--- src/rtl/iec_sd_arbiter_pkg.sv ---
// Shared types and helpers for the drive-side block-device arbiters.
package iec_drive_pkg;

  localparam int MAX_DRIVES = 4;

  typedef enum logic [1:0] {
    IDLE  = 2'd0,
    ISSUE = 2'd1,
    XFER  = 2'd2,
    DONE  = 2'd3
  } sd_arb_state_t;

  function automatic int clamp_drives(input int drives);
    if (drives < 1) return 1;
    if (drives > MAX_DRIVES) return MAX_DRIVES;
    return drives;
  endfunction

endpackage

--- src/rtl/iec_sd_arbiter_if.sv ---
// Host block-device port: request, address, ack and buffer bus.
interface iec_sd_arbiter_if;
  logic [31:0] sd_lba;
  logic [5:0]  sd_blk_cnt;
  logic        sd_rd;
  logic        sd_wr;
  logic        sd_ack;
  logic        sd_buff_wr;
  logic [7:0]  sd_buff_din;

  modport master (
    output sd_lba, sd_blk_cnt, sd_rd, sd_wr, sd_buff_din,
    input  sd_ack, sd_buff_wr
  );

  modport slave (
    input  sd_lba, sd_blk_cnt, sd_rd, sd_wr, sd_buff_din,
    output sd_ack, sd_buff_wr
  );
endinterface

--- src/rtl/iec_sd_arbiter_rr_pick.sv ---
// Round-robin picker: first pending requester after rr, wrapping at NDR.
module rr_pick
  import iec_drive_pkg::*;
#(
  parameter int NDR = 2
) (
  input  logic [NDR-1:0] pend,
  input  logic [1:0]     rr,
  output logic [1:0]     idx,
  output logic           valid
);

  logic [MAX_DRIVES-1:0] pend_ext;
  logic [1:0]            cand;

  always_comb begin
    pend_ext          = '0;
    pend_ext[NDR-1:0] = pend;
  end

  // cand walks rr+1, rr+2, ... modulo NDR; the first hit wins
  always_comb begin
    idx   = 2'd0;
    valid = 1'b0;
    cand  = rr;
    for (int i = 0; i < NDR; i++) begin
      cand = (cand == 2'(NDR - 1)) ? 2'd0 : cand + 2'd1;
      if (!valid && pend_ext[cand]) begin
        idx   = cand;
        valid = 1'b1;
      end
    end
  end

endmodule

--- src/rtl/iec_sd_arbiter.sv ---
// Shares one host block-device channel between up to four drives,
// one transaction at a time, with per-request ack timeout.
//
// state | meaning
// IDLE  | waiting for a request; arbitrates and latches lba/blk_cnt/op
// ISSUE | sd_rd/sd_wr asserted, waiting for sd_ack rise (or cancel/timeout)
// XFER  | ack and buffer bus steered to the granted drive until sd_ack falls
// DONE  | one gap cycle; round-robin pointer advanced, counter cleared
module iec_sd_arbiter
  import iec_drive_pkg::*;
#(
  parameter int          DRIVES  = 2,
  parameter logic [23:0] TIMEOUT = 24'd12_000_000,
  localparam int         NDR     = clamp_drives(DRIVES)
) (
  input  logic                 clk_sys,
  input  logic                 reset,
  input  logic [NDR-1:0][31:0] drv_lba,
  input  logic [NDR-1:0][5:0]  drv_blk_cnt,
  input  logic [NDR-1:0]       drv_rd,
  input  logic [NDR-1:0]       drv_wr,
  output logic [NDR-1:0]       drv_ack,
  input  logic [NDR-1:0][7:0]  drv_buff_din,
  output logic [NDR-1:0]       drv_buff_wr,
  output logic [NDR-1:0]       drv_err,
  iec_sd_arbiter_if.master     sd,
  output logic                 busy,
  output logic [1:0]           grant
);

  sd_arb_state_t state, state_nx;

  logic [1:0]      rr;
  logic            op_rd;
  logic [23:0]     cnt;
  logic [NDR-1:0]  err_q;
  logic [31:0]     lba_q;
  logic [5:0]      blk_q;

  logic [NDR-1:0]  pend;
  logic [NDR-1:0]  grant_oh;
  logic [1:0]      pick_idx;
  logic            pick_valid;
  logic            start;
  logic            cancel;
  logic            timed_out;

  logic [MAX_DRIVES-1:0][31:0] lba_ext;
  logic [MAX_DRIVES-1:0][5:0]  blk_ext;
  logic [MAX_DRIVES-1:0][7:0]  din_ext;
  logic [MAX_DRIVES-1:0]       rd_ext;

  // Widen the per-drive buses to MAX_DRIVES so a 2-bit grant indexes them cleanly
  for (genvar g = 0; g < MAX_DRIVES; g++) begin : g_ext
    if (g < NDR) begin : g_on
      assign lba_ext[g] = drv_lba[g];
      assign blk_ext[g] = drv_blk_cnt[g];
      assign din_ext[g] = drv_buff_din[g];
      assign rd_ext[g]  = drv_rd[g];
    end else begin : g_off
      assign lba_ext[g] = '0;
      assign blk_ext[g] = '0;
      assign din_ext[g] = '0;
      assign rd_ext[g]  = 1'b0;
    end
  end

  assign pend     = drv_rd | drv_wr;
  assign grant_oh = NDR'(1) << grant;

  rr_pick #(.NDR(NDR)) u_pick (
    .pend  (pend),
    .rr    (rr),
    .idx   (pick_idx),
    .valid (pick_valid)
  );

  // A stale ack still high from the host blocks the next grant
  assign start     = pick_valid && !sd.sd_ack;
  assign cancel    = ~|(pend & grant_oh);
  assign timed_out = (TIMEOUT != 24'd0) && (cnt == TIMEOUT - 24'd1);

  always_ff @(posedge clk_sys) begin
    if (reset) state <= IDLE;
    else       state <= state_nx;
  end

  always_comb begin
    state_nx = state;
    case (state)
      IDLE:    if (start) state_nx = ISSUE;
      ISSUE: begin
        if (sd.sd_ack)                state_nx = XFER;
        else if (cancel || timed_out) state_nx = DONE;
      end
      XFER:    if (!sd.sd_ack) state_nx = DONE;
      DONE:    state_nx = IDLE;
      default: state_nx = IDLE;
    endcase
  end

  always_ff @(posedge clk_sys) begin
    if (reset) begin
      grant <= 2'd0;
      rr    <= 2'd0;
      op_rd <= 1'b0;
      cnt   <= 24'd0;
      err_q <= '0;
      lba_q <= 32'd0;
      blk_q <= 6'd0;
    end else begin
      err_q <= '0;
      case (state)
        IDLE: begin
          if (start) begin
            grant <= pick_idx;
            lba_q <= lba_ext[pick_idx];
            blk_q <= blk_ext[pick_idx];
            op_rd <= rd_ext[pick_idx];
          end
        end
        ISSUE: begin
          cnt <= cnt + 24'd1;
          if (!sd.sd_ack && !cancel && timed_out) err_q <= grant_oh;
        end
        DONE: begin
          rr  <= grant;
          cnt <= 24'd0;
        end
        default: ;
      endcase
    end
  end

  always_comb begin
    sd.sd_rd    = 1'b0;
    sd.sd_wr    = 1'b0;
    drv_ack     = '0;
    drv_buff_wr = '0;
    case (state)
      ISSUE: begin
        sd.sd_rd = op_rd;
        sd.sd_wr = ~op_rd;
      end
      XFER: begin
        drv_ack     = sd.sd_ack     ? grant_oh : '0;
        drv_buff_wr = sd.sd_buff_wr ? grant_oh : '0;
      end
      default: ;
    endcase
  end

  assign busy           = (state != IDLE);
  assign drv_err        = err_q;
  assign sd.sd_lba      = lba_q;
  assign sd.sd_blk_cnt  = blk_q;
  assign sd.sd_buff_din = din_ext[grant];

endmodule

--- src/flat_wrapper.sv ---
// flat-port wrapper written by rule: the top's interface ports become plain ports
module iec_sd_arbiter_flat import iec_drive_pkg::*;
#(
  parameter int          DRIVES  = 2,
  parameter logic [23:0] TIMEOUT = 24'd12_000_000,
  localparam int         NDR     = clamp_drives(DRIVES)
)
  (clk_sys, reset, drv_lba, drv_blk_cnt, drv_rd, drv_wr, drv_ack, drv_buff_din, drv_buff_wr, drv_err, busy, grant, sd_sd_lba, sd_sd_blk_cnt, sd_sd_rd, sd_sd_wr, sd_sd_buff_din, sd_sd_ack, sd_sd_buff_wr);
  iec_sd_arbiter_if sd_i ();
  input  logic clk_sys;
  input  logic reset;
  input  logic [NDR-1:0][31:0] drv_lba;
  input  logic [NDR-1:0][5:0] drv_blk_cnt;
  input  logic [NDR-1:0] drv_rd;
  input  logic [NDR-1:0] drv_wr;
  output logic [NDR-1:0] drv_ack;
  input  logic [NDR-1:0][7:0] drv_buff_din;
  output logic [NDR-1:0] drv_buff_wr;
  output logic [NDR-1:0] drv_err;
  output logic busy;
  output logic [1:0] grant;
  output wire logic [$bits(sd_i.sd_lba)-1:0] sd_sd_lba;
  output wire logic [$bits(sd_i.sd_blk_cnt)-1:0] sd_sd_blk_cnt;
  output wire logic [$bits(sd_i.sd_rd)-1:0] sd_sd_rd;
  output wire logic [$bits(sd_i.sd_wr)-1:0] sd_sd_wr;
  output wire logic [$bits(sd_i.sd_buff_din)-1:0] sd_sd_buff_din;
  input wire logic [$bits(sd_i.sd_ack)-1:0] sd_sd_ack;
  input wire logic [$bits(sd_i.sd_buff_wr)-1:0] sd_sd_buff_wr;
  assign sd_sd_lba = sd_i.sd_lba;
  assign sd_sd_blk_cnt = sd_i.sd_blk_cnt;
  assign sd_sd_rd = sd_i.sd_rd;
  assign sd_sd_wr = sd_i.sd_wr;
  assign sd_sd_buff_din = sd_i.sd_buff_din;
  assign sd_i.sd_ack = sd_sd_ack;
  assign sd_i.sd_buff_wr = sd_sd_buff_wr;
  iec_sd_arbiter #(.DRIVES(DRIVES), .TIMEOUT(TIMEOUT)) u_core (.clk_sys(clk_sys), .reset(reset), .drv_lba(drv_lba), .drv_blk_cnt(drv_blk_cnt), .drv_rd(drv_rd), .drv_wr(drv_wr), .drv_ack(drv_ack), .drv_buff_din(drv_buff_din), .drv_buff_wr(drv_buff_wr), .drv_err(drv_err), .sd(sd_i), .busy(busy), .grant(grant));
endmodule
--- config.mk ---
export PLATFORM = sky130hd
export DESIGN_NAME = iec_sd_arbiter_flat
export DESIGN_NICKNAME = d
export VERILOG_FILES = /design/src/rtl/iec_sd_arbiter_pkg.sv /design/src/rtl/iec_sd_arbiter_if.sv /design/src/rtl/iec_sd_arbiter_rr_pick.sv /design/src/rtl/iec_sd_arbiter.sv /design/src/flat_wrapper.sv
export SDC_FILE = /design/constraint.sdc
export NUM_CORES = 1
export LEC_CHECK = 0
export BUFFER_PORTS_ARGS = -buffer_cell sky130_fd_sc_hd__clkbuf_2
export CORE_ASPECT_RATIO = 1.2
export CORE_MARGIN = 4
export CORE_UTILIZATION = 44
export CTS_BUF_LIST = sky130_fd_sc_hd__clkbuf_8
export CTS_CLUSTER_DIAMETER = 50
export DETAILED_ROUTE_END_ITERATION = 10
export PLACE_DENSITY = 0.79
export SYNTH_ARGS = -nofsm -noshare
export SYNTH_HDL_FRONTEND = slang
export SYNTH_SLANG_ARGS = --single-unit
--- constraint.sdc ---
create_clock -name clk_sys -period 1.81 [get_ports clk_sys]
set_input_delay 0.2715 -clock clk_sys [delete_from_list [all_inputs] [get_ports clk_sys]]
set_output_delay 0.2715 -clock clk_sys [all_outputs]
set_load 0.01 [all_outputs]
# Word-level counts from Yosys, hierarchy flattened
# Cells that the tools add are included.
[word_totals]
elab_cells = 75
regBits = 71
out_inout_bits = 57
latch_bits = 0
mem_count = 0
ramBits = 0
mem_bits_ro = 0
[classes]
shift = 1
n_eq_ne = 9
multipliers = 0
n_reduce_logical = 15
bitwise_logic = 5
magnitude_cmp = 4
n_div = 0
n_addsub = 3
n_mux = 30
[ops]
columns = ["op", "count"]
rows = [
  ["binary-select mux 32 bit (select 2 bit)", 1],
  ["one-hot mux 24 bit (2 select lines)", 1],
  ["2-to-1 mux 32 bit", 1],
  ["adder 24 x 1 -> 24 bit, second input constant", 1],
  ["equality test 24 bit, second input constant", 1],
  ["2-to-1 mux 2 bit", 12],
  ["binary-select mux 8 bit (select 2 bit)", 1],
  ["binary-select mux 6 bit (select 2 bit)", 1],
  ["< comparator 2 x 3 -> 1 bit, second input constant", 4],
  ["2-to-1 mux 8 bit", 1],
  ["one-hot mux 2 bit (4 select lines)", 1],
  ["2-to-1 mux 1 bit", 7],
  ["binary-select mux 1 bit (select 2 bit)", 3],
  ["equality test 2 x 1 -> 1 bit, second input constant", 3],
  ["2-to-1 mux 6 bit", 1],
  ["adder 2 x 1 -> 2 bit, second input constant", 2],
  ["equality test 2 bit, second input constant", 2],
  ["logical AND 1 bit", 4],
  ["nonzero test 2 bit", 2],
  ["zero test 1 bit", 3],
  ["inequality test 3 x 2 -> 1 bit, second input constant", 1],
  ["inverter 1 bit", 3],
  ["AND reduction 3 bit", 1],
  ["OR reduction 3 bit", 1],
  ["other kinds (9)", 9],
]

# Longest topological paths before layout
[depth]
word_depth = 11
depth_mapped = 8

# By module
# Synthesis repeated with hierarchy kept, for this count alone.
[unflattened]
cells_unflattened = 421
area_unflattened_um2 = 3492.1
[modules_own_cells]
columns = ["mod", "cells_each", "area_each_um2", "n_inst"]
rows = [
  ["iec_sd_arbiter", 415, 3449.6, 1],
  ["rr_pick", 6, 42.5, 1],
]

# Worst setup path after synthesis
# OpenSTA, ideal clock, no wires.
[synth_path]
kind = "register to register"
from = "reg u_core.state[1]"
to = "reg u_core.state[1]"
arrival_ns = 1.612
setup_slack_ns = 0.059
setup_ns = 0.138
synth_period_minus_slack_ns = 1.751
n_path_buf = 1
path_stages_with_launch = 9
cell_sequence = "dfxtp_1 -> inv_1 -> ha_1 -> buf_4 -> or3b_1 -> a211o_1 -> a31oi_1 -> or3b_1 -> a21oi_1"
[synth_via]
elab_chain_cells = 3
elab_cells_between_ends = 9
classes_between = "6 x eq/ne; 1 x mux; 2 x reduce/logical"
[synth_rtl]
columns = ["item", "line_no", "rtl"]
rows = [
  ["start: declaration", "iec_sd_arbiter.sv:31", "sd_arb_state_t state, state_nx;"],
  ["start signal: assignment", "iec_sd_arbiter.sv:85", "else state <= state_nx;"],
  ["equality test 2 x 1 -> 1 bit, or another cell as far along", "iec_sd_arbiter.sv:90", "case (state)"],
  ["inequality test 3 x 2 -> 1 bit (no line), or another cell as far along", "n/a", ""],
  ["AND reduction 3 bit (no line)", "n/a", ""],
]
# Several ways; a longest one is shown, not always the timed one.
# A chain may end at the register's enable or synchronous reset.

# Worst setup path after layout
[layout_path]
from = "reg u_core.rr[1]"
to = "reg u_core.blk_q[0], in the netlist u_core.sd.sd_blk_cnt[0]"
[layout_via]
elab_chain_cells = 10
elab_cells_between_ends = 20
classes_between = "2 x add/sub; 2 x eq/ne; 12 x mux; 4 x reduce/logical"
[layout_rtl]
columns = ["item", "line_no", "rtl"]
rows = [
  ["start: declaration", "iec_sd_arbiter.sv:33", "logic [1:0] rr;"],
  ["start signal: assignment", "iec_sd_arbiter.sv:127", "rr <= grant;"],
  ["adder 2 x 1 -> 2 bit or equality test 2 x 1 -> 1 bit (tied branches)", "iec_sd_arbiter_rr_pick.sv:27", "cand = (cand == 2'(NDR - 1)) ? 2'd0 : cand + 2'd1;"],
  ["2-to-1 mux 2 bit (*)", "iec_sd_arbiter_rr_pick.sv:27", ""],
  ["adder 2 x 1 -> 2 bit, or another cell as far along", "iec_sd_arbiter_rr_pick.sv:27", ""],
  ["2-to-1 mux 2 bit or 2-to-1 mux 1 bit (tied branches)", "iec_sd_arbiter_rr_pick.sv:27, iec_sd_arbiter_rr_pick.sv:28", ""],
  ["binary-select mux 1 bit (select 2 bit) or 2-to-1 mux 1 bit (tied branches)", "iec_sd_arbiter_rr_pick.sv:28", "if (!valid && pend_ext[cand]) begin"],
  ["2-to-1 mux 1 bit (implied by the code) or zero test 1 bit (tied branches)", "iec_sd_arbiter_rr_pick.sv:28", ""],
  ["logical AND 1 bit", "iec_sd_arbiter_rr_pick.sv:28", ""],
  ["2-to-1 mux 2 bit or 2-to-1 mux 1 bit (tied branches)", "iec_sd_arbiter_rr_pick.sv:28", ""],
  ["binary-select mux 6 bit (select 2 bit) or logical AND 1 bit (tied branches)", "iec_sd_arbiter.sv:118, iec_sd_arbiter.sv:79", ""],
  ["2-to-1 mux 6 bit (implied by the code) or AND reduction 2 bit (tied branches)", "n/a", ""],
  ["end signal: assignment", "iec_sd_arbiter.sv:118", "blk_q <= blk_ext[pick_idx];"],
  ["end: declaration", "iec_sd_arbiter.sv:38", "logic [5:0] blk_q;"],
]
# Every way passes the cells marked *; elsewhere a longest branch is shown, timed or not. The select of a mux whose other input is x is not followed.

==> impl_metrics.env <==
export IMPL_antenna_found_initial=0
export IMPL_synth_top_area_cell="dfxtp_1"
export IMPL_grt_overflow=0
export IMPL_cts_sinks=71
export IMPL_fp_row_count=35
export IMPL_syn_area_per_cell_um2=8.19
export IMPL_vias_per_cell=5.42
export IMPL_port_buffers=156
export IMPL_relSlewSlack=0.708
export IMPL_layout_common_cells="156 x clkbuf_2, 89 x nand2_1, 82 x nor2_1"
export IMPL_cp_required_ps=2020
export IMPL_hpwl_um=7180
export IMPL_die_area_mm2=0.00942
export IMPL_nets=692
export IMPL_h_tree_depth=3
export IMPL_gp_congestion=0.871
export IMPL_numCtsBuffers=9
export IMPL_grt_pass1_wl_um=16300
export IMPL_highest_layer="met4"
export IMPL_initial_core_util=0.452
export IMPL_drv_slew=0
export IMPL_synth_area_leaders="dfxtp_1 41%, nand2_1 9.6%, nor2_1 8.8%"
export IMPL_pre_cts_slack_ps=-2.33
export IMPL_internal_power_mw=3.65
export IMPL_tightest_slew_ps=438
export IMPL_grt_pass1_vias=3557
export IMPL_setup_ws_ps=-71.4
export IMPL_seq_power_share=0.353
export IMPL_p_per_area_mw_per_mm2=1220
export IMPL_cp_end_kind="flip-flop"
export IMPL_grt_start_max_net_pins=41
export IMPL_power_leakage_nw=2.14
export IMPL_synth_cell_type_count=43
export IMPL_cp_slowest_stage_delay_ps=470
export IMPL_postSynthCellCount=426
export IMPL_start_kind="flip-flop"
export IMPL_synth_seq_cells=71
export IMPL_drc_errors=0
export IMPL_p_switching_mw=2.14
export IMPL_critPathSlowestCell="or3b_1"
export IMPL_areaGrowthSynthToFinish_pct=36.7
export IMPL_r2r_cells=5
export IMPL_layout_drive_gt1_share=0.377
export IMPL_ys_seq_area_frac=0.408
export IMPL_status="finished, violations left"
export IMPL_whs_endpoint="u_core.sd.sd_lba[12]$_SDFFE_PP0P_"
export IMPL_whs_ps=153
export IMPL_async_reset_ff_frac=0
export IMPL_vias=3705
export IMPL_die_x_um=89.3
export IMPL_routed_wl_um=11100
export IMPL_wl_met2_um=5990
export IMPL_synth_edf_count=0
export IMPL_path_depth=5
export IMPL_die_y_um=106
export IMPL_syn_num_nets=532
export IMPL_fmax_mhz=532
export IMPL_skew_ps=10.3
export IMPL_power_frac_clock=0.231
export IMPL_cp_top_family="simple AND/OR/NAND/NOR gates"
export IMPL_critPathBufInv=1
export IMPL_yosysTopAreaCellShare=0.408
export IMPL_track_usage=0.217
export IMPL_m1WireLength_um=4200
export IMPL_fin_crit_sh=1.04
export IMPL_arrival_ps=2090
export IMPL_holdPathStages=3
export IMPL_clockBufferDepth=2
export IMPL_first_pass_iters=5
export IMPL_clk_insertion_delay_late_ps=350
export IMPL_detail_route_wl_per_cell_um=16.2
export IMPL_violations="setup timing"
export IMPL_min_from="drv_lba[44]"
export IMPL_clk_pin_slew_ps=90
export IMPL_hold_viol_final=0
export IMPL_r2r_start="u_core.rr[1]$_SDFFE_PP0P_"
export IMPL_crit_type="flip-flop to flip-flop"
export IMPL_power_frac_comb=0.416
export IMPL_synth_warnings=0
export IMPL_synth_area_mm2=0.00349
export IMPL_path_max_fanout=39
export IMPL_top_level_ports=157
export IMPL_clockRootBuffer="clkbuf_8"
export IMPL_timing_rr_end="u_core.sd.sd_blk_cnt[0]$_SDFFE_PP0P_"
export IMPL_crit_chain="nor2b_1 -> or3b_1 -> inv_6 -> nand2_1 -> a311oi_1"
export IMPL_setup_viol=1
export IMPL_regToRegSetupSlack_ps=-70
export IMPL_ir_drop_mv=0.768
export IMPL_maxCapViolCount=0
export IMPL_final_common_cell="clkbuf_2"
export IMPL_ys_flop_type="dfxtp_1"
export IMPL_fillers=650
export IMPL_route_met3_wl_um=677
export IMPL_hold_path_class="primary input to flip-flop"
export IMPL_swShare=0.370
export IMPL_cts_tree="yes"
export IMPL_cts_hold_buffers=0
export IMPL_min_period_ps=1880
export IMPL_fp_coreArea_mm2=0.00771
export IMPL_antennaDiodeCount=0
export IMPL_dr_first_iter_drc_count=244
export IMPL_antenna_left=0
-- worst max-delay path by stage --
stage,from,to,slack [ps]
after floorplan,u_core.state[1]$_SDFFE_PP0P_,u_core.state[1]$_SDFFE_PP0P_,60
after global placement,drv_rd[1],u_core.sd.sd_lba[14]$_SDFFE_PP0P_,30
after detailed placement,u_core.state[0]$_SDFFE_PP0P_,u_core.sd.sd_lba[17]$_SDFFE_PP0P_,-2
after CTS,u_core.state[0]$_SDFFE_PP0P_,u_core.sd.sd_lba[3]$_SDFFE_PP0P_,8
after global routing,u_core.rr[1]$_SDFFE_PP0P_,u_core.sd.sd_blk_cnt[0]$_SDFFE_PP0P_,-100
final,u_core.rr[1]$_SDFFE_PP0P_,u_core.sd.sd_blk_cnt[0]$_SDFFE_PP0P_,-70
-- final cells by class --
class	instances	area, um^2	area share
Multi-Input combinational cell	316	1890	0.397
Inverter	5	23.8	0.00499
Timing Repair Buffer	183	1100	0.232
Clock inverter	6	67.6	0.0142
Clock buffer	10	138	0.0289
Sequential cell	71	1430	0.299
Tap cell	92	115	0.0241
-- through the flow --
stage	cell area (um^2)	TNS (ps)	util	instances	power, mW
3_5_place_dp	4340	-3.53	0.563	658	3.92
2_1_floorplan	3490	0	-	426	3.26
6_report	4770	-71.4	0.619	683	5.80
5_1_grt	4770	-328	0.619	683	6.10
4_1_cts	4590	0	0.596	675	5.34
3_3_place_gp	4340	0	0.563	658	3.85
-- power by group through the flow --
stage	combinational [mW]	sequential (mW)	clock [mW]
after floorplan	1.12	2.14	0
after global placement	1.80	2.05	0
after detailed placement	1.87	2.05	0
after CTS	1.98	2.02	1.33
after global routing	2.62	2.08	1.40
final	2.41	2.05	1.34
-- metal layers --
metal  GRT usage  vias up
met5           0        -
met4      0.0766        0
met3      0.0500       18
met2       0.368      142
met1       0.263     1754
li1            -     1791
-- kinds of logic after synthesis --
family | after synthesis | synth area share
fa+ha+maj | 6 | 0.0215
buf+inv | 39 | 0.0628
compound gates | 58 | 0.144
simple gates | 219 | 0.276
flops | 71 | 0.408
mux | 13 | 0.0373
xor+xnor | 20 | 0.0502
-- tightest hold or removal path, cell delays in order --
cell and delay, ps:
clkbuf_2 80, nand2_1 50, a311oi_1 70
-- Yosys cell counts, drive strengths merged (3+ instances only) --
library cell / n
o21ai: 10
xnor2: 5
nor4: 4
clkbuf: 14
nand4: 8
nor2: 82
a311oi: 38
a21oi: 5
ha: 6
mux2i: 13
or3b: 3
and2: 3
nor3: 9
nand3: 5
or3: 3
nand2: 89
inv: 5
dfxtp: 71
xor2: 15
buf: 20
-- flip-flops by register name, indices dropped and copies added, names as in the netlist --
| register | flops |
|---|---|
| u_core.sd.sd_blk_cnt | 6 |
| u_core.sd.sd_lba | 32 |
| u_core.grant | 2 |
| u_core.drv_err | 2 |
| u_core.rr | 2 |
| u_core.op_rd | 1 |
| u_core.state | 2 |
| u_core.cnt | 24 |
-- timing repair --
action / CTS / global route
buffers inserted: 0 / 2
endpoints found under the hold margin: 0 / 0
cloned: 1 / 6
resized for setup: 2 / 17
endpoints found under the setup margin: 4 / 56
pin swaps: 0 / 11
No activity file was read; power rests on OpenSTA's default activity.
